--- config.mk ---
export PLATFORM = sky130hd
export DESIGN_NAME = ula_sequencial
export DESIGN_NICKNAME = d
export VERILOG_FILES = /design/src/rtl/ula_sequencial.sv
export SDC_FILE = /design/constraint.sdc
export NUM_CORES = 1
export LEC_CHECK = 0
export BUFFER_PORTS_ARGS = -buffer_cell sky130_fd_sc_hd__buf_2
export CAP_MARGIN = 30
export CORE_MARGIN = 5
export CORE_UTILIZATION = 37
export CTS_CLUSTER_SIZE = 8
export DETAILED_ROUTE_END_ITERATION = 8
export GPL_TIMING_DRIVEN = 1
export PLACE_DENSITY = 0.55
export SLEW_MARGIN = 10
export SYNTH_ARGS = -nofsm -noshare
export SYNTH_HDL_FRONTEND = slang
export SYNTH_SLANG_ARGS = --single-unit
--- constraint.sdc ---
create_clock -name clock -period 2.45 [get_ports clock]
set_input_delay 0.1225 -clock clock [delete_from_list [all_inputs] [get_ports clock]]
set_output_delay 0.1225 -clock clock [all_outputs]
set_load 0.02 [all_outputs]
--- src/rtl/ula_sequencial.sv ---
// Sequential ULA: 1-cycle logic/arith ops, iterative 1-bit/cycle variable shifts (ULA_FAST_SHIFT_EN: barrel shifter, all ops 1 cycle).
// Latency accept->done: 1 cycle; shifts n+1 cycles. Backpressure: start ignored (not queued) while busy=1.
module ula_sequencial #(
  parameter int WIDTH = 32
) (
  input  logic             clock,
  input  logic             reset_n,
  input  logic             start,
  input  logic [3:0]       operation,
  input  logic [WIDTH-1:0] a,
  input  logic [WIDTH-1:0] b,
  input  logic             arith_shift,
  input  logic             unsigned_cmp,
  output logic             busy,
  output logic             done,
  output logic [WIDTH-1:0] result,
  output logic             zero
);

  localparam int SW = $clog2(WIDTH);

  typedef enum logic [1:0] {IDLE, SHIFT, DONE} state_t;

  state_t           state;
  logic [WIDTH-1:0] sh_val;
  logic [SW-1:0]    sh_cnt;
  logic             sh_left;
  logic             sh_arith;

  logic [SW-1:0]    n_in;
  logic             is_shift;
  logic             go_shift;
  logic             lt;
  logic [WIDTH-1:0] comb_res;
  logic [WIDTH-1:0] sh_next;

  assign n_in     = a[SW-1:0];
  assign is_shift = (operation == 4'b1110) || (operation == 4'b1111);
  assign lt       = unsigned_cmp ? (a < b) : ($signed(a) < $signed(b));

`ifdef ULA_FAST_SHIFT_EN
  assign go_shift = 1'b0;
`else
  // Zero-distance shifts complete immediately through the single-cycle path.
  assign go_shift = is_shift && (n_in != '0);
`endif

  always_comb begin
    comb_res = '0;
    case (operation)
      4'b0000: comb_res = a & b;
      4'b0001: comb_res = a | b;
      4'b0010: comb_res = a + b;
      4'b0110: comb_res = a - b;
      4'b0111: comb_res = {{(WIDTH-1){1'b0}}, lt};
      4'b1100: comb_res = ~(a | b);
      4'b1101: comb_res = a ^ b;
      4'b0011: comb_res = a;
      4'b1011: comb_res = b << (WIDTH/2);
`ifdef ULA_FAST_SHIFT_EN
      4'b1110: comb_res = b << n_in;
      4'b1111: comb_res = arith_shift ? WIDTH'($signed(b) >>> n_in) : (b >> n_in);
`else
      4'b1110: comb_res = b;
      4'b1111: comb_res = b;
`endif
      default: comb_res = '0;
    endcase
  end

  always_comb begin
    sh_next = '0;
    if (sh_left)
      sh_next = {sh_val[WIDTH-2:0], 1'b0};
    else
      sh_next = {sh_arith & sh_val[WIDTH-1], sh_val[WIDTH-1:1]};
  end

  always_ff @(posedge clock or negedge reset_n) begin
    if (!reset_n) begin
      state    <= IDLE;
      busy     <= 1'b0;
      done     <= 1'b0;
      result   <= '0;
      zero     <= 1'b1;
      sh_val   <= '0;
      sh_cnt   <= '0;
      sh_left  <= 1'b0;
      sh_arith <= 1'b0;
    end else begin
      case (state)
        IDLE: begin
          done <= 1'b0;
          if (start) begin
            busy <= 1'b1;
            if (go_shift) begin
              state    <= SHIFT;
              sh_val   <= b;
              sh_cnt   <= n_in;
              sh_left  <= ~operation[0];
              sh_arith <= arith_shift;
            end else begin
              state  <= DONE;
              result <= comb_res;
              zero   <= (comb_res == '0);
              done   <= 1'b1;
            end
          end
        end
        SHIFT: begin
          // The last shift step writes straight into result so done lands n cycles after accept.
          if (sh_cnt == SW'(1)) begin
            state  <= DONE;
            result <= sh_next;
            zero   <= (sh_next == '0);
            done   <= 1'b1;
          end else begin
            sh_val <= sh_next;
            sh_cnt <= sh_cnt - SW'(1);
          end
        end
        DONE: begin
          state <= IDLE;
          busy  <= 1'b0;
          done  <= 1'b0;
        end
        default: begin
          state <= IDLE;
          busy  <= 1'b0;
          done  <= 1'b0;
        end
      endcase
    end
  end

endmodule

## After elaboration in Yosys (flattened, before gate mapping)

Index checks and enable logic that the tools add are counted.

- $add $sub $neg: 3
- Magnitude comparators: 2
- Equal/unequal tests: 17
- Multiplexer cells: 29
- Bitwise logic cells: 7
- Reduce and logical (&&, ||, !) cells: 14

Operator list:

| operator | count |
|---|---|
| case mux 32 bit (10 select lines) | 1 |
| two-way mux 32 bit | 7 |
| case mux 32 bit (2 select lines) | 2 |
| logical NOT 32 bit | 2 |
| less-than comparator 32 bit | 2 |
| adder 32 bit | 1 |
| bitwise AND 32 bit | 1 |
| NOT 32 bit | 1 |
| bitwise OR 32 bit | 1 |
| subtractor 32 bit | 1 |
| bitwise XOR 32 bit | 1 |
| equality test 4 bit, second input constant | 5 |
| two-way mux 5 bit | 3 |
| inequality test 2 bit, second input constant | 5 |
| case mux 5 bit (2 select lines) | 1 |
| equality test 4 x 2 -> 1 bit, second input constant | 2 |
| equality test 4 x 3 -> 1 bit, second input constant | 2 |
| two-way mux 1 bit | 8 |
| AND reduction 4 bit | 2 |
| two-way mux 2 bit | 3 |
| case mux 1 bit (2 select lines) | 3 |
| equality test 5 x 1 -> 1 bit, second input constant | 1 |
| nonzero test 5 bit | 1 |
| subtractor 5 x 1 -> 5 bit, second input constant | 1 |
| 13 further kinds | 15 |

- Bits in registers: 76
- Input bits: 73
- Output and inout bits: 35
- Logic and storage cells: 81

## Depth between registers and ports, before layout

Gate-level depths: netlist of run 1.

- Depth after elaboration: 7
- Mapped depth: 16
- Depth with buffers taken out: 16

## Worst setup path before layout of run 1

Ideal clock, no wire load.

- Path kind: input to register
- Start point: input port a[0]
- End point: register zero
- Library setup time: 0.080 ns
- Arrival time: 3.056 ns
- Required time: 2.370 ns
- Slack: -0.687 ns
- Stages on the path: 14
- Cells stage by stage: ha_1 fa_1 a21o_1 a221o_1 a211o_1 a32oi_1 a22oi_1 nor4b_1 nand4_1 nor4_1 nand4_1 nor4_1 nand4b_1 o221ai_2

- Longest elaborated chain between the ends: 7
- Elaborated cells on any way between the ends: 18
- Classes of those cells: add/sub: 2; order compare: 2; eq/ne: 1; mux: 5; bitwise: 4; reduce/logical: 4

Ends and longest elaborated chain:

| what | RTL line | RTL |
|---|---|---|
| start: declaration | 10 | `input logic [WIDTH-1:0] a,` |
| less-than comparator 32 bit or bitwise OR 32 bit (tied branches) | 39, 52, 56 |  |
| two-way mux 1 bit or NOT 32 bit (tied branches) | 39, 56 |  |
| case mux 32 bit (10 select lines) | 50 | `case (operation)` |
| logical NOT 32 bit | 105 | `zero <= (comb_res == '0);` |
| two-way mux 1 bit | 96 | `if (go_shift) begin` |
| two-way mux 1 bit | 94 | `if (start) begin` |
| case mux 1 bit (2 select lines) | 91 | `case (state)` |
| end signal: assignment | 105 |  |
| end signal: assignment | 115 | `zero <= (sh_next == '0);` |
| end: declaration | 17 | `output logic zero` |

Several ways; a longest one is shown, not always the timed one. The select of a mux whose other input is x is not followed.
A chain may end at the register's enable or synchronous reset.

## Worst setup path after layout of run 1

Ends and elaborated chain as after synthesis.

==> results.toml, run 1 <==
[run_status]
status = "finished with violations"
violations = "setup timing"

[drt]
drc = 0
vias_per_cell = 5.886
totalWireLength_mm = 53.49
vias = 13867
antenna_left = 0
wl_per_cell_um = 22.70
drtIter0Drc = 1809
drtPass1Iterations = 8

[final_layout]
n_fill_cell = 2618
drive_above_1_share = 0.4130
seq_area_um2 = 1904
fin_area_um2 = 16530
area_delta_synth_final_pct = 59.30
nets = 2149
antenna_cells = 0
multiInputGateArea_um2 = 8731
final_cell_mix = "buf_4 (484), nand2_1 (153), nor2_1 (112), a21oi_1 (108), buf_2 (95)"
mostFrequentLayoutCell = "buf_4"

[logic_synthesis]
synth_async_sr_flop_share = 1.000
synth_flop_cell = "dfrtp_1"
synthesis.area_um2 = 10370
netlist_top_cells_area = "dfrtp_1 (18%), ha_1 (12%), a21oi_1 (6.0%), nand2_1 (5.6%), nor2_1 (4.3%)"
syn_nets = 1621
synth-seq-cells = 76
synth.top_cell.area_share = 0.1809
yosys_warnings = 0
avgSynthCellArea_um2 = 7.179
synth_largest_area_cell = "dfrtp_1"
ys_seq_area_frac = 0.1835
synth_cell_types = 94
synth_edf_count = 0
synthCells = 1445

[sta]
finalCritPeriodShare = 1.413
skew_ps = 9.674
rsz0062_at_grt = "yes"
timing.final.ws_setup_ps = -1011
slew_violations = 0
final_hold_viol_count = 0
tightest_slew_ps = 824.1
setup_violations = 24
max_freq_ghz = 0.2889
holdWs_ps = 20.27
fin_crit_ps = 3461
maxSlewHeadroom = 0.4436

[grt]
gr-total-overflow = 0
grt_pass1_wl_mm = 80.25
grt_use_total = 0.3303
grt_pass1_vias = 13379
grt_max_degree = 77
antenna_found_initial = 0

[placed_design]
placed_cell_area_um2 = 14850
port_buffers = 107
place.detailed.hpwl_mm = 42.85
routabilityCongestion = 1.062
post-place-ws_ps = -1735

[floorplan]
num_rows = 61
fp.dieW_um = 177.4
die_h_um = 177.4
io_pins = 108
core_um2 = 27710
die-area_um2 = 31490
start_util = 0.3744

[pwr]
p_leak_nw = 7.673
vdd_drop_max_mv = 0.3572
power_density_nw_per_um2 = 557.1

[run]
drv_cap = 0

[clock_network]
cts_buffers = 9
clock_latency_ps = 340
cts_sinks = 76
h-tree-depth = 3
path_clk_slew_ps = 60
cts_tree = "done"
ctsLongestPathBuffers = 2
clockRootBuffer = "clkbuf_16"

[critical_path]
r2r_start = "state[0]"
crit_type = "input port to flop"
rrSetupSlack_ps = -590
cp-end-kind = "flop"
rr_worst_depth = 13
endpoint = "zero"
required_ps = 2710
r2r_end = "zero"
path_max_fanout = 2
start_kind = "input port"
crit_path_start = "a[0]"
critPathArrivalTime_ps = 3720

[hold_path]
hp-class = "input port to flop"
[cell type report]
type                            count  share of cell area
Timing Repair Buffer              620              0.2804
Sequential cell                    76              0.1152
Multi-Input combinational cell   1156              0.5283
Clock buffer                       10             0.01446
Tap cell                          378             0.02862
Inverter                          110             0.02771
Clock inverter                      6            0.005300
[how the worst min path moves through the flow]
stage                      startpoint       end  slack [ps]  depth (start not counted)
after floorplan               reset_n      busy        -170                          0
after global placement        reset_n      done         170                          2
after detailed placement      reset_n      done         170                          2
after CTS                 arith_shift  sh_arith          10                          2
after global routing      arith_shift  sh_arith          40                          2
final                     arith_shift  sh_arith          20                          2
[synthesized netlist by cell type (all sizes together), types with 11 or more instances]
cell type / number
mux2i: 23
o21ai: 101
nor3: 35
buf: 20
a221oi: 16
nor4: 21
inv: 110
nor2: 120
ha: 101
nor2b: 33
o22ai: 22
a21o: 24
a31oi: 13
a211oi: 41
nand3: 25
nand2b: 11
nand2: 155
o31ai: 43
a22oi: 39
nand4: 16
clkbuf: 83
dfrtp: 75
a21oi: 124
o211ai: 14
[registers in the layout (all words and copies together), names as in the netlist]
register and count:
result 32, sh_arith 1, state 2, busy 1, sh_left 1, sh_val 32, zero 1, done 1
sh_cnt 5
[critical path: stages]
cell and delay [ps]:
buf_12 110, buf_6 110, ha_4 150, fa_2 350, a21o_1 210, a221o_1 380, a211o_1 320, a32oi_2 190
a22oi_2 130, nor4b_2 260, nand4_1 190, nor4_2 260, nand4_1 260, nor4_4 290, nand4b_1 150, o221ai_2 200
[timing repair]
item / 4_1_cts / 5_1_grt
endpoints found under the hold margin: 75 / 0
hold buffers: 1 / 0
gates resized for setup: 159 / 94
pin swaps: 59 / 69
setup endpoints to repair: 27 / 28
setup buffers: 22 / 21
[through the flow]
step	TNS [ps]	std cells	total power, mW	util
finish	-10700	2356	9.207	0.5965
global route	-12750	2356	9.746	0.5965
CTS	-9144	2341	8.997	0.5787
detailed placement	-25930	2305	7.202	0.5360
global placement	-24640	2305	7.144	0.5360
floorplan	-2807	1445	4.861	-
[report_power, final]
part	switching [mW]	leakage, nW	internal [mW]	total [mW]
clock	0.524	0.151	0.917	1.44
sequential	0.536	0.945	1.82	2.36
combinational	3.04	6.58	2.37	5.41
total	4.10	7.67	5.11	9.21
[cells by family after synthesis]
logic type | synth area share
AO/OA/AOI/OAI | 0.3635
XOR/XNOR | 0.003377
adder cells (fa/ha/maj) | 0.1257
buffers and inverters | 0.07900
flip-flops | 0.1835
multiplexers | 0.02653
AND/OR/NAND/NOR | 0.2184
[layer usage]
metal,part of all wire,up-vias,global-route usage
met5,0,-,0
met4,0.046,0,0.1466
met1,0.43,6608,0.4607
li1,-,6421,-
met3,0.087,126,0.05432
met2,0.43,712,0.5012
No activity file was read; power rests on OpenSTA's default activity.
==> run 2, diff against run 1 <==
CORE_ASPECT_RATIO = 1.5   (was unset)
SETUP_SLACK_MARGIN = 0.3   (was unset)
==> run 2 against run 1 <==
  * The flow still finishes with violations (setup timing)
  * Core utilization is 0.35 points higher
  * First-iteration DRC count fell by 26%
  * Critical path depth fell by 1
  * Final cell count fell by 0.42%
  * Clock power is essentially flat
==> results.toml, run 2 (synthesis gave the netlist of run 1 again) <==
[clock_network]
clock_latency_ps = 350
path_clk_slew_ps = 60
ctsLongestPathBuffers = 2
clockRootBuffer = "clkbuf_16"
cts_buffers = 9
cts_tree = "done"
cts_sinks = 76
h-tree-depth = 3

[drt]
dr_wl_met2_mm = 26.62
drc = 0
drtIter0Drc = 1330
vias_per_cell = 5.957
drtPass1Iterations = 6
antenna_left = 0
drt-met1-wl_mm = 21.08
top_layer_used = "met4"
wl_per_cell_um = 23.66
totalWireLength_mm = 55.51
vias = 13975
wl_met3_mm = 3.562

[pwr]
p_int_mw = 5.192
switchingPower_mw = 4.148
pwr-share-seq = 0.253
combPwrFrac = 0.591
p_leak_nw = 7.817
power_density_nw_per_um2 = 558.5
power.share.clock = 0.157
sw_frac_of_total = 0.4441
vdd_drop_max_mv = 0.3952
finalPower_mw = 9.339

[grt]
grt_pass1_vias = 13810
antenna_found_initial = 1
gr-total-overflow = 0
grt_use_total = 0.3378
grt_max_degree = 77
grt_pass1_wl_mm = 82.35

[final_layout]
final_cells = 2346
n_fill_cell = 2583
reg.largest.list = "result x32, sh_val x32, sh_cnt x5"
area_delta_synth_final_pct = 61.20
drive_above_1_share = 0.4255
antenna_cells = 0
nets = 2172
final_cell_mix = "buf_4 (504), nand2_1 (152), nor2_1 (109), a21oi_1 (107), buf_2 (100)"
mostFrequentLayoutCell = "buf_4"

[floorplan]
die_h_um = 215.1
die-area_um2 = 31550
io_pins = 108
num_rows = 75
core_um2 = 27870
start_util = 0.3722
fp.dieW_um = 146.7

[critical_path]
critPathArrivalTime_ps = 3630
start_kind = "input port"
required_ps = 2720
crit_top_cell = "nand4_1"
path_cells = "buf_12 > ha_4 > fa_2 > a21o_1 > a221o_1 > a211o_1 > a32oi_2 > a22oi_2 > nor4b_2 > nand4_1 > nor4_4 > nand4_1 > nor4_2 > nand4b_1 > o221ai_2"
r2r_start = "state[1]"
slowest_stage = "fa_2"
rr_worst_depth = 13
slowest_delay_ps = 380
rrSetupSlack_ps = -480
cp-end-kind = "flop"
path_max_fanout = 4
crit_type = "input port to flop"
r2r_end = "zero"

[sta]
maxSlewHeadroom = 0.4232
skew_ps = 9.685
timing.final.ws_setup_ps = -914.6
holdWs_ps = 14.04
tightest_slew_ps = 854.4
finalCritPeriodShare = 1.373
final_hold_viol_count = 0
max_freq_ghz = 0.2972
slew_violations = 0
setup_violations = 24
fin_crit_ps = 3365
tns_ps = -8810
rsz0062_at_grt = "yes"

[placed_design]
port_buffers = 107
routabilityCongestion = 1.030
place.detailed.hpwl_mm = 45.04
place_inst = 2289

[hold_path]
min_from = "arith_shift"
hp-class = "input port to flop"
holdPathStages = 2
min_to = "sh_arith"

[run_status]
status = "finished with violations"
violations = "setup timing"

[run]
drv_cap = 0
## run 2: metal layers
metal | GRT usage | vias to the layer above
met1 | 0.4037 | 6623
met3 | 0.02908 | 198
met4 | 0.2103 | 0
met2 | 0.5816 | 687
li1 | - | 6467
met5 | 0 | -
## run 2: worst max path at each step
stage | depth (start not counted) | endpoint | startpoint | slack [ps]
final | 15 | zero | a[0] | -910
after global routing | 15 | zero | a[0] | -1040
after CTS | 15 | zero | a[0] | -890
after detailed placement | 18 | zero | a[0] | -1500
after global placement | 16 | zero | a[0] | -1490
after floorplan | 16 | zero | a[0] | -620
## run 2: cell type report
type / count / area (µm²) / share of cell area
clock buffer: 10 / 239.0 / 0.01429
clock inverter: 5 / 85.08 / 0.005088
inverter: 110 / 435.4 / 0.02604
multi-input combinational: 1156 / 8771 / 0.5245
sequential: 76 / 1904 / 0.1139
tap: 346 / 432.9 / 0.02589
timing repair buffer: 643 / 4855 / 0.2903
## run 2: power by group through the flow
stage / sequential (mW) / clock [mW] / combinational, mW
floorplan: 2.51 / 0 / 2.39
global placement: 2.35 / 0 / 4.95
detailed placement: 2.36 / 0 / 5.00
CTS: 2.35 / 1.49 / 5.33
global route: 2.44 / 1.54 / 5.90
finish: 2.36 / 1.46 / 5.52
## run 2: stage by stage
step                      setup WS [ps]  utilization  instance area, µm²
final                            -914.6       0.6000               16720
after global routing              -1044       0.6000               16720
after CTS                        -888.8       0.5872               16370
after detailed placement          -1503       0.5406               15070
after global placement            -1494       0.5404               15060
after floorplan                  -617.1            -               10660
## run 2: repair_timing
item / 4_1_cts / 5_1_grt
cloned: 2 / 0
buffers inserted: 26 / 13
endpoints found under the setup margin: 28 / 30
gates resized for setup: 156 / 57
endpoints found under the hold margin: 75 / 0
hold buffers: 1 / 0
pin swaps: 88 / 53
## run 2: critical path: cells and delay by family
family / cells / cell delay [ps]
buf+inv: 1 / 120
simple gates: 6 / 1420
fa+ha+maj: 2 / 540
compound gates: 6 / 1430
